===== src/rtl/spi_xfer_arbiter_if.sv =====
// Purpose: requester handshakes and SPI pins shared by spi_xfer_arbiter and its environment.
// Latency: none, wires only.
// Backpressure: reqN_ready is the only accept signal; a request waits while valid and not ready.
// Ports: req0_*/req1_* requester sides, grant/busy status, sclk_out/cs_out/mosi/miso_in SPI pins.
// Modport slave is the arbiter side; modport master is the requester/pin side.
interface spi_xfer_arbiter_if #(
  parameter int DATA_W = 16
);
  logic              req0_valid;
  logic [DATA_W-1:0] req0_wdata;
  logic              req0_ready;
  logic              req0_done;
  logic [DATA_W-1:0] req0_rdata;

  logic              req1_valid;
  logic [DATA_W-1:0] req1_wdata;
  logic              req1_ready;
  logic              req1_done;
  logic [DATA_W-1:0] req1_rdata;

  logic [1:0]        grant;
  logic              busy;
  logic              sclk_out;
  logic              cs_out;
  logic              mosi;
  logic              miso_in;

  modport slave (
    input  req0_valid, req0_wdata, req1_valid, req1_wdata, miso_in,
    output req0_ready, req0_done, req0_rdata,
    output req1_ready, req1_done, req1_rdata,
    output grant, busy, sclk_out, cs_out, mosi
  );

  modport master (
    output req0_valid, req0_wdata, req1_valid, req1_wdata, miso_in,
    input  req0_ready, req0_done, req0_rdata,
    input  req1_ready, req1_done, req1_rdata,
    input  grant, busy, sclk_out, cs_out, mosi
  );
endinterface


===== src/rtl/spi_xfer_arbiter.sv =====
// Purpose: two-requester arbiter that owns one SPI master and sequences whole mode-0 frames.
// Latency: accept cycle + CLK_DIV*(1+2*(DATA_W+TAIL_EDGES)) cycles CS low + GUARD_CYC cycles CS high.
// Backpressure: ready only in IDLE; requests made while busy wait, a dropped valid has no effect.
// Ports: lac1_clk, nreset (async active low), bus (spi_xfer_arbiter_if.slave) carrying
//   reqN_valid/wdata/ready/done/rdata, grant (one-hot owner), busy, sclk_out, cs_out, mosi, miso_in.
// Frame: CS low, DATA_W bits MSB first, TAIL_EDGES flush pulses with CS low, then CS high guard.
// Build option: define SPI_ARB_FIXED_PRI_EN for fixed priority (req0 wins ties); default is round-robin.
module spi_xfer_arbiter #(
  parameter int DATA_W     = 16,
  parameter int CLK_DIV    = 5,
  parameter int TAIL_EDGES = 7,
  parameter int GUARD_CYC  = 4
) (
  input  logic               lac1_clk,
  input  logic               nreset,
  spi_xfer_arbiter_if.slave  bus
);

  localparam int BW = $clog2(DATA_W + 1);
  localparam int HW = $clog2(CLK_DIV + 1);
  localparam int TW = (TAIL_EDGES > 0) ? $clog2(TAIL_EDGES + 1) : 1;
  localparam int GW = $clog2(GUARD_CYC + 1);

  typedef enum logic [2:0] {
    S_IDLE,
    S_SETUP,
    S_SHIFT,
    S_TAIL,
    S_HOLD
  } state_t;

  state_t            state_q, state_d;
  logic [HW-1:0]     hcnt_q, hcnt_d;
  logic [BW-1:0]     bcnt_q, bcnt_d;
  logic [TW-1:0]     tcnt_q, tcnt_d;
  logic [GW-1:0]     gcnt_q, gcnt_d;
  logic [DATA_W-1:0] tx_q, tx_d;
  logic [DATA_W-1:0] rx_q, rx_d;
  logic              sclk_q, sclk_d;
  logic              cs_q, cs_d;
  logic              mosi_q, mosi_d;
  logic [1:0]        grant_q, grant_d;
  logic              last_q, last_d;
  logic              done0_q, done0_d;
  logic              done1_q, done1_d;
  logic [DATA_W-1:0] rdata0_q, rdata0_d;
  logic [DATA_W-1:0] rdata1_q, rdata1_d;

  logic              accept;
  logic              pick1;
  logic              tick;
  logic [DATA_W-1:0] tx_shift;
  logic [DATA_W-1:0] rx_shift;

  // Arbitration decision; only meaningful while some valid is high.
`ifdef SPI_ARB_FIXED_PRI_EN
  assign pick1 = ~bus.req0_valid;
`else
  // last_q holds the index granted most recently; on a tie the other one wins.
  assign pick1 = bus.req1_valid & (~bus.req0_valid | ~last_q);
`endif

  // nreset gates the accept so ready stays low for the whole reset pulse.
  assign accept = (state_q == S_IDLE) && nreset && (bus.req0_valid || bus.req1_valid);

  assign tick     = (hcnt_q == HW'(CLK_DIV - 1));
  assign tx_shift = tx_q << 1;
  assign rx_shift = (rx_q << 1) | DATA_W'(bus.miso_in);

  always_comb begin
    state_d  = state_q;
    hcnt_d   = hcnt_q;
    bcnt_d   = bcnt_q;
    tcnt_d   = tcnt_q;
    gcnt_d   = gcnt_q;
    tx_d     = tx_q;
    rx_d     = rx_q;
    sclk_d   = sclk_q;
    cs_d     = cs_q;
    mosi_d   = mosi_q;
    grant_d  = grant_q;
    last_d   = last_q;
    done0_d  = 1'b0;
    done1_d  = 1'b0;
    rdata0_d = rdata0_q;
    rdata1_d = rdata1_q;

    case (state_q)
      S_IDLE: begin
        if (accept) begin
          state_d = S_SETUP;
          tx_d    = pick1 ? bus.req1_wdata : bus.req0_wdata;
          mosi_d  = tx_d[DATA_W-1];
          cs_d    = 1'b0;
          sclk_d  = 1'b0;
          grant_d = pick1 ? 2'b10 : 2'b01;
          last_d  = pick1;
          hcnt_d  = '0;
          bcnt_d  = '0;
          tcnt_d  = '0;
          rx_d    = '0;
        end
      end

      S_SETUP: begin
        hcnt_d = hcnt_q + HW'(1);
        if (tick) begin
          // First rising edge: slave already presents its MSB.
          hcnt_d  = '0;
          sclk_d  = 1'b1;
          rx_d    = rx_shift;
          bcnt_d  = BW'(1);
          state_d = S_SHIFT;
        end
      end

      S_SHIFT: begin
        hcnt_d = hcnt_q + HW'(1);
        if (tick) begin
          hcnt_d = '0;
          if (sclk_q) begin
            sclk_d = 1'b0;
            if (bcnt_q == BW'(DATA_W)) begin
              // Low half after the last data bit belongs to TAIL, so CS low
              // time is the same whether or not flush pulses follow.
              mosi_d  = 1'b0;
              state_d = S_TAIL;
            end else begin
              tx_d   = tx_shift;
              mosi_d = tx_shift[DATA_W-1];
            end
          end else begin
            sclk_d = 1'b1;
            rx_d   = rx_shift;
            bcnt_d = bcnt_q + BW'(1);
          end
        end
      end

      S_TAIL: begin
        hcnt_d = hcnt_q + HW'(1);
        if (tick) begin
          hcnt_d = '0;
          if (sclk_q) begin
            sclk_d = 1'b0;
          end else if (tcnt_q == TW'(TAIL_EDGES)) begin
            // Last low half done: release CS and hand the word back.
            state_d = S_HOLD;
            cs_d    = 1'b1;
            mosi_d  = 1'b0;
            gcnt_d  = '0;
            if (grant_q[0]) begin
              rdata0_d = rx_q;
              done0_d  = 1'b1;
            end
            if (grant_q[1]) begin
              rdata1_d = rx_q;
              done1_d  = 1'b1;
            end
          end else begin
            sclk_d = 1'b1;
            tcnt_d = tcnt_q + TW'(1);
          end
        end
      end

      S_HOLD: begin
        gcnt_d = gcnt_q + GW'(1);
        if (gcnt_q == GW'(GUARD_CYC - 1)) begin
          gcnt_d  = '0;
          grant_d = 2'b00;
          state_d = S_IDLE;
        end
      end

      default: begin
        state_d = S_IDLE;
      end
    endcase
  end

  always_ff @(posedge lac1_clk or negedge nreset) begin
    if (!nreset) begin
      state_q  <= S_IDLE;
      hcnt_q   <= '0;
      bcnt_q   <= '0;
      tcnt_q   <= '0;
      gcnt_q   <= '0;
      tx_q     <= '0;
      rx_q     <= '0;
      sclk_q   <= 1'b0;
      cs_q     <= 1'b1;
      mosi_q   <= 1'b0;
      grant_q  <= 2'b00;
      last_q   <= 1'b1;
      done0_q  <= 1'b0;
      done1_q  <= 1'b0;
      rdata0_q <= '0;
      rdata1_q <= '0;
    end else begin
      state_q  <= state_d;
      hcnt_q   <= hcnt_d;
      bcnt_q   <= bcnt_d;
      tcnt_q   <= tcnt_d;
      gcnt_q   <= gcnt_d;
      tx_q     <= tx_d;
      rx_q     <= rx_d;
      sclk_q   <= sclk_d;
      cs_q     <= cs_d;
      mosi_q   <= mosi_d;
      grant_q  <= grant_d;
      last_q   <= last_d;
      done0_q  <= done0_d;
      done1_q  <= done1_d;
      rdata0_q <= rdata0_d;
      rdata1_q <= rdata1_d;
    end
  end

  assign bus.req0_ready = accept & ~pick1;
  assign bus.req1_ready = accept & pick1;
  assign bus.req0_done  = done0_q;
  assign bus.req1_done  = done1_q;
  assign bus.req0_rdata = rdata0_q;
  assign bus.req1_rdata = rdata1_q;
  assign bus.grant      = grant_q;
  assign bus.busy       = (state_q != S_IDLE);
  assign bus.sclk_out   = sclk_q;
  assign bus.cs_out     = cs_q;
  assign bus.mosi       = mosi_q;

endmodule


===== src/flat_wrapper.sv =====
// flat-port wrapper written by rule: the top's interface ports become plain ports
module spi_xfer_arbiter_flat 
#(
  parameter int DATA_W     = 16,
  parameter int CLK_DIV    = 5,
  parameter int TAIL_EDGES = 7,
  parameter int GUARD_CYC  = 4
)
  (lac1_clk, nreset, bus_req0_valid, bus_req0_wdata, bus_req1_valid, bus_req1_wdata, bus_miso_in, bus_req0_ready, bus_req0_done, bus_req0_rdata, bus_req1_ready, bus_req1_done, bus_req1_rdata, bus_grant, bus_busy, bus_sclk_out, bus_cs_out, bus_mosi);
  spi_xfer_arbiter_if #(.DATA_W(DATA_W)) bus_i ();
  input  logic lac1_clk;
  input  logic nreset;
  input wire logic [$bits(bus_i.req0_valid)-1:0] bus_req0_valid;
  input wire logic [$bits(bus_i.req0_wdata)-1:0] bus_req0_wdata;
  input wire logic [$bits(bus_i.req1_valid)-1:0] bus_req1_valid;
  input wire logic [$bits(bus_i.req1_wdata)-1:0] bus_req1_wdata;
  input wire logic [$bits(bus_i.miso_in)-1:0] bus_miso_in;
  output wire logic [$bits(bus_i.req0_ready)-1:0] bus_req0_ready;
  output wire logic [$bits(bus_i.req0_done)-1:0] bus_req0_done;
  output wire logic [$bits(bus_i.req0_rdata)-1:0] bus_req0_rdata;
  output wire logic [$bits(bus_i.req1_ready)-1:0] bus_req1_ready;
  output wire logic [$bits(bus_i.req1_done)-1:0] bus_req1_done;
  output wire logic [$bits(bus_i.req1_rdata)-1:0] bus_req1_rdata;
  output wire logic [$bits(bus_i.grant)-1:0] bus_grant;
  output wire logic [$bits(bus_i.busy)-1:0] bus_busy;
  output wire logic [$bits(bus_i.sclk_out)-1:0] bus_sclk_out;
  output wire logic [$bits(bus_i.cs_out)-1:0] bus_cs_out;
  output wire logic [$bits(bus_i.mosi)-1:0] bus_mosi;
  assign bus_i.req0_valid = bus_req0_valid;
  assign bus_i.req0_wdata = bus_req0_wdata;
  assign bus_i.req1_valid = bus_req1_valid;
  assign bus_i.req1_wdata = bus_req1_wdata;
  assign bus_i.miso_in = bus_miso_in;
  assign bus_req0_ready = bus_i.req0_ready;
  assign bus_req0_done = bus_i.req0_done;
  assign bus_req0_rdata = bus_i.req0_rdata;
  assign bus_req1_ready = bus_i.req1_ready;
  assign bus_req1_done = bus_i.req1_done;
  assign bus_req1_rdata = bus_i.req1_rdata;
  assign bus_grant = bus_i.grant;
  assign bus_busy = bus_i.busy;
  assign bus_sclk_out = bus_i.sclk_out;
  assign bus_cs_out = bus_i.cs_out;
  assign bus_mosi = bus_i.mosi;
  spi_xfer_arbiter #(.DATA_W(DATA_W), .CLK_DIV(CLK_DIV), .TAIL_EDGES(TAIL_EDGES), .GUARD_CYC(GUARD_CYC)) u_core (.lac1_clk(lac1_clk), .nreset(nreset), .bus(bus_i));
endmodule

===== config.mk =====
export PLATFORM = sky130hd
export DESIGN_NAME = spi_xfer_arbiter_flat
export DESIGN_NICKNAME = d
export VERILOG_FILES = /design/src/rtl/spi_xfer_arbiter_if.sv /design/src/rtl/spi_xfer_arbiter.sv /design/src/flat_wrapper.sv
export SDC_FILE = /design/constraint.sdc
export NUM_CORES = 1
export LEC_CHECK = 0
export ABC_AREA = 1
export CAP_MARGIN = 15
export CORE_MARGIN = 4
export CORE_UTILIZATION = 48
export CTS_CLUSTER_DIAMETER = 40
export DETAILED_ROUTE_END_ITERATION = 10
export PLACE_DENSITY = 0.76
export SLEW_MARGIN = 20
export SYNTH_ARGS = -nofsm -noshare
export SYNTH_HDL_FRONTEND = slang
export SYNTH_SLANG_ARGS = --single-unit

===== constraint.sdc =====
create_clock -name lac1_clk -period 1.5 [get_ports lac1_clk]
set_clock_uncertainty 0.15 [all_clocks]
set_input_delay 0.3 -clock lac1_clk [delete_from_list [all_inputs] [get_ports lac1_clk]]
set_output_delay 0.3 -clock lac1_clk [all_outputs]
set_load 0.05 [all_outputs]

==> out/qor.csv <==
stage;metric;value;unit
logic_synthesis;number of standard cells after synthesis;585;
clocking;total CTS buffers;9;
clocking;maximum clock path buffer count;2;
layout;total area of sequential cells;2210;um^2
logic_synthesis;register bit total from synthesis;88;
layout;Util after Layout;81.4;%
layout;growth of design area from synthesis to finish;64.9;%
setup_path;kind of capture point of the worst setup path;flop;
clocking;clock sink count;88;
logic_synthesis;Simple-Gate Fraction of Synth Area;39.4;%
setup_path;Worst Path Class, Setup;flop to flop;
layout;antenna cell count;0;
detailed_routing;vias;4919;
sta;Slew Viols, Final;0;
logic_synthesis;cell taking the most area after synthesis;sky130_fd_sc_hd__dfrtp_1;
logic_synthesis;main combinational cell family by area after synthesis;simple AND/OR/NAND/NOR gates;
logic_synthesis;mux contribution to synthesized area;0;%
sta;min setup slack post-route;-0.487;ns
sta;final worst-path cycle share;132;%
layout;number of fill cells in the layout;524;
clocking;number of H-tree levels;3;
global_routing;global-route wire length before repair;23000;um
logic_synthesis;share of the synthesized netlist area taken by xor and xnor gates;0.191;%
detailed_routing;TritonRoute pass-1 iters;6;
layout;multi-input combinational cell area;2650;um^2
floorplan;Initial Util;49.3;%
detailed_routing;number of antenna-violating nets in the routed design;0;
power_and_ir_drop;net switching fraction of the power;45.1;%
power_and_ir_drop;Clock power frac;13.7;%
setup_path;worst flop-to-flop path startpoint;u_core.state_q[0]$_DFFE_PN0P_;
outcome;run status;finished with violations;
global_routing;pin count of the biggest net entering global routing;73;
layout;share of post-route cells with drive strength above 1;41.0;%
setup_path;worst reg-to-reg setup slack;-0.49;ns
logic_synthesis;Ys Warns;0;
power_and_ir_drop;power density over the cells;1670;nW/um^2
place;post-detailed-placement half-perimeter wirelength;8220;um
clocking;clock root buffer;sky130_fd_sc_hd__clkbuf_8;
outcome;violated checks;negative setup slack;
power_and_ir_drop;internal portion of total power;6940;uW
power_and_ir_drop;sequential fraction of design power;25.7;%
detailed_routing;Residual DRC;0;
layout;most frequent standard cell in the layout excluding fill and tap cells;sky130_fd_sc_hd__nand2_1;
logic_synthesis;Syn Std Cell Area;4580;um^2
power_and_ir_drop;worst vdd ir;1590;uV
floorplan;horizontal die dimension;106;um
global_routing;initial antenna violation count;0;
power_and_ir_drop;net switching power figure;5700;uW
job;number of maximum-capacitance constraint violations;0;
sta;maximum operating frequency;0.503;GHz
setup_path;reg-to-reg critical path endpoint;u_core.bus.mosi$_DFFE_PN0P_;
detailed_routing;vias per std cell;5.59;
logic_synthesis;net count of the mapped netlist;629;
power_and_ir_drop;relative contribution of combinational cells to total power;60.7;%
layout;highest-count cells in the layout ignoring fill and taps;196 x sky130_fd_sc_hd__nand2_1, 83 x sky130_fd_sc_hd__dfrtp_1, 73 x sky130_fd_sc_hd__nand2_2;
sta;relative slew slack;40.8;%
detailed_routing;1st-iter DRT viols;266;
detailed_routing;per-cell routed wire length;18.4;um
logic_synthesis;number of distinct library cells after synthesis;29;
logic_synthesis;Adder-Cell Fraction of Synth Area;1.91;%
logic_synthesis;compound-gate portion of the synthesized area;2.57;%
setup_path;crit path launch type;flop;
min_path;worst min-delay path class;input port to async pin;
place;Final Wtd Congestion;0.935;
setup_path;arrival time of the worst setup path;2.15;ns
global_routing;via count of the first global-routing pass;4703;
sta;setup repair after global routing missed its margin;true;
clocking;Skew-Pair Late Insertion Delay;0.38;ns
floorplan;Die Y-Extent;106;um
power_and_ir_drop;cell leakage power;0.00382;uW
setup_path;critical path required time;1.66;ns
place;quantity of I/O buffers inserted on ports;78;
sta;minimum clock period after layout;1.99;ns
floorplan;Placement Rows;35;
layout;post-layout net count;790;
logic_synthesis;most area-consuming cells after synthesis;sky130_fd_sc_hd__dfrtp_1 47%, sky130_fd_sc_hd__nand2_1 23%, sky130_fd_sc_hd__nand3b_1 5.4%, sky130_fd_sc_hd__nand3_1 4.8%, sky130_fd_sc_hd__inv_1 2.8%;
logic_synthesis;portion of the post-synthesis area used by sequential elements;48.1;%
sta;Hold Fails Final Rpt;0;
logic_synthesis;mean cell area of the mapped netlist;7.83;um^2
floorplan;core region area;9280;um^2
floorplan;number of I/O pins;79;
clocking;clock tree from TritonCTS;built;
logic_synthesis;Synth top area share;47.0;%
setup_path;R2R depth;10;
sta;total negative slack;-31.91;ns
sta;actual transition at the worst max-transition pin;0.888;ns
global_routing;gr usage total;25.8;%
clocking;clock slew at reported path FFs;0.11;ns
sta;count of endpoints failing setup in the final report;92;
floorplan;Total Die Area;11200;um^2
setup_path;Max FO, Critical Path;8;
global_routing;GR Overflow Total;0;
detailed_routing;total detailed-routing wirelength;16200;um
==> cells in the mapped netlist, drive strengths merged <==
cell / instances
a21oi: 5
buf: 21
clkbuf: 6
dfrtp: 86
dfstp: 2
ha: 7
inv: 38
nand2: 291
nand3: 47
nand3b: 33
nand4: 5
nor2: 26
o211ai: 1
o21ai: 13
o21bai: 1
o22ai: 2
xor2: 1
==> stage by stage <==
step	cells	worst slack [ns]	power, uW	hold WS (ns)	instance area (um^2)
after floorplan	585	-0.174	6240	-0.146	4680
after global placement	814	-0.471	7710	0.150	6230
after detailed placement	814	-0.514	7870	0.158	6230
after CTS	866	-0.394	11200	0.0601	7170
after global routing	880	-0.509	13200	0.128	7550
final	880	-0.487	12600	0.0502	7550
==> worst max path at each step <==
stage | startpoint | endpoint | slack, ns
after global placement | bus_req1_valid | bus_req0_ready | -0.47
after detailed placement | bus_req1_valid | bus_req0_ready | -0.51
after CTS | u_core.state_q[0]$_DFFE_PN0P_ | bus_req0_ready | -0.39
final | u_core.state_q[0]$_DFFE_PN0P_ | u_core.bus.mosi$_DFFE_PN0P_ | -0.49
after global routing | u_core.state_q[0]$_DFFE_PN0P_ | u_core.bus.mosi$_DFFE_PN0P_ | -0.51
after floorplan | u_core.tcnt_q[0]$_DFFE_PN0P_ | u_core.bus.req0_rdata[0]$_DFFE_PN0P_ | -0.17
==> final cells by class <==
cell class                      instances  area share, %
Clock buffer                           10           1.69
Clock inverter                          6          0.894
Inverter                               38           2.25
Multi-Input combinational cell        433           35.1
Sequential cell                        88           29.2
Tap cell                              129           2.14
Timing Repair Buffer                  175           28.6
Timing Repair inverter                  1          0.116
==> worst max-delay path, stage by stage (launching register included) <==
cell and delay, ns:
sky130_fd_sc_hd__dfrtp_2 0.46, sky130_fd_sc_hd__buf_4 0.14, sky130_fd_sc_hd__buf_6 0.11, sky130_fd_sc_hd__buf_6 0.11
sky130_fd_sc_hd__nor2_4 0.20, sky130_fd_sc_hd__buf_4 0.17, sky130_fd_sc_hd__buf_6 0.13, sky130_fd_sc_hd__nand3_2 0.11
sky130_fd_sc_hd__nand2_1 0.10, sky130_fd_sc_hd__nand3_1 0.10, sky130_fd_sc_hd__nand2_1 0.14
==> state kept, by name, summed over array words and instances (netlist names) <==
name,flops
u_core.bus.req0_rdata,16
u_core.bus.req1_rdata,16
u_core.rx_q,16
u_core.tx_q,15
u_core.bcnt_q,5
u_core.gcnt_q,3
u_core.hcnt_q,3
u_core.state_q,3
u_core.tcnt_q,3
u_core.bus.grant,2
u_core.bus.cs_out,1
u_core.bus.mosi,1
u_core.bus.req0_done,1
u_core.bus.req1_done,1
u_core.bus.sclk_out,1
u_core.last_q,1
==> cells by family (layout without fill, tap and decap cells) <==
kind of cell,Yosys count,after routing
flops,88,88
xor+xnor,1,1
fa+ha+maj,7,7
simple gates,402,403
compound gates,22,22
buf+inv,65,230
==> power groups by stage <==
stage / sequential [uW] / clock (uW) / combinational, uW
finish: 3240 / 1730 / 7670
global route: 3270 / 1810 / 8070
CTS: 3130 / 1700 / 6320
detailed placement: 3150 / 0 / 4720
global placement: 3140 / 0 / 4570
floorplan: 3230 / 0 / 3000
==> per-layer routing <==
layer	vias up	global-route usage (%)	part of all wire, %
li1	2170	-	-
met4	0	12.7	6.3
met3	104	5.21	7.1
met5	-	0	0
met2	305	44.4	49
met1	2340	30.8	38
==> repair_timing <==
item | in CTS | in global routing
pin swaps | 48 | 35
endpoints found under the setup margin | 92 | 93
hold endpoints to repair | 16 | 0
gates cloned | 5 | 0
gates resized for setup | 141 | 71
hold buffers | 1 | 0
buffers inserted | 31 | 19
No activity file was read; power rests on OpenSTA's default activity.
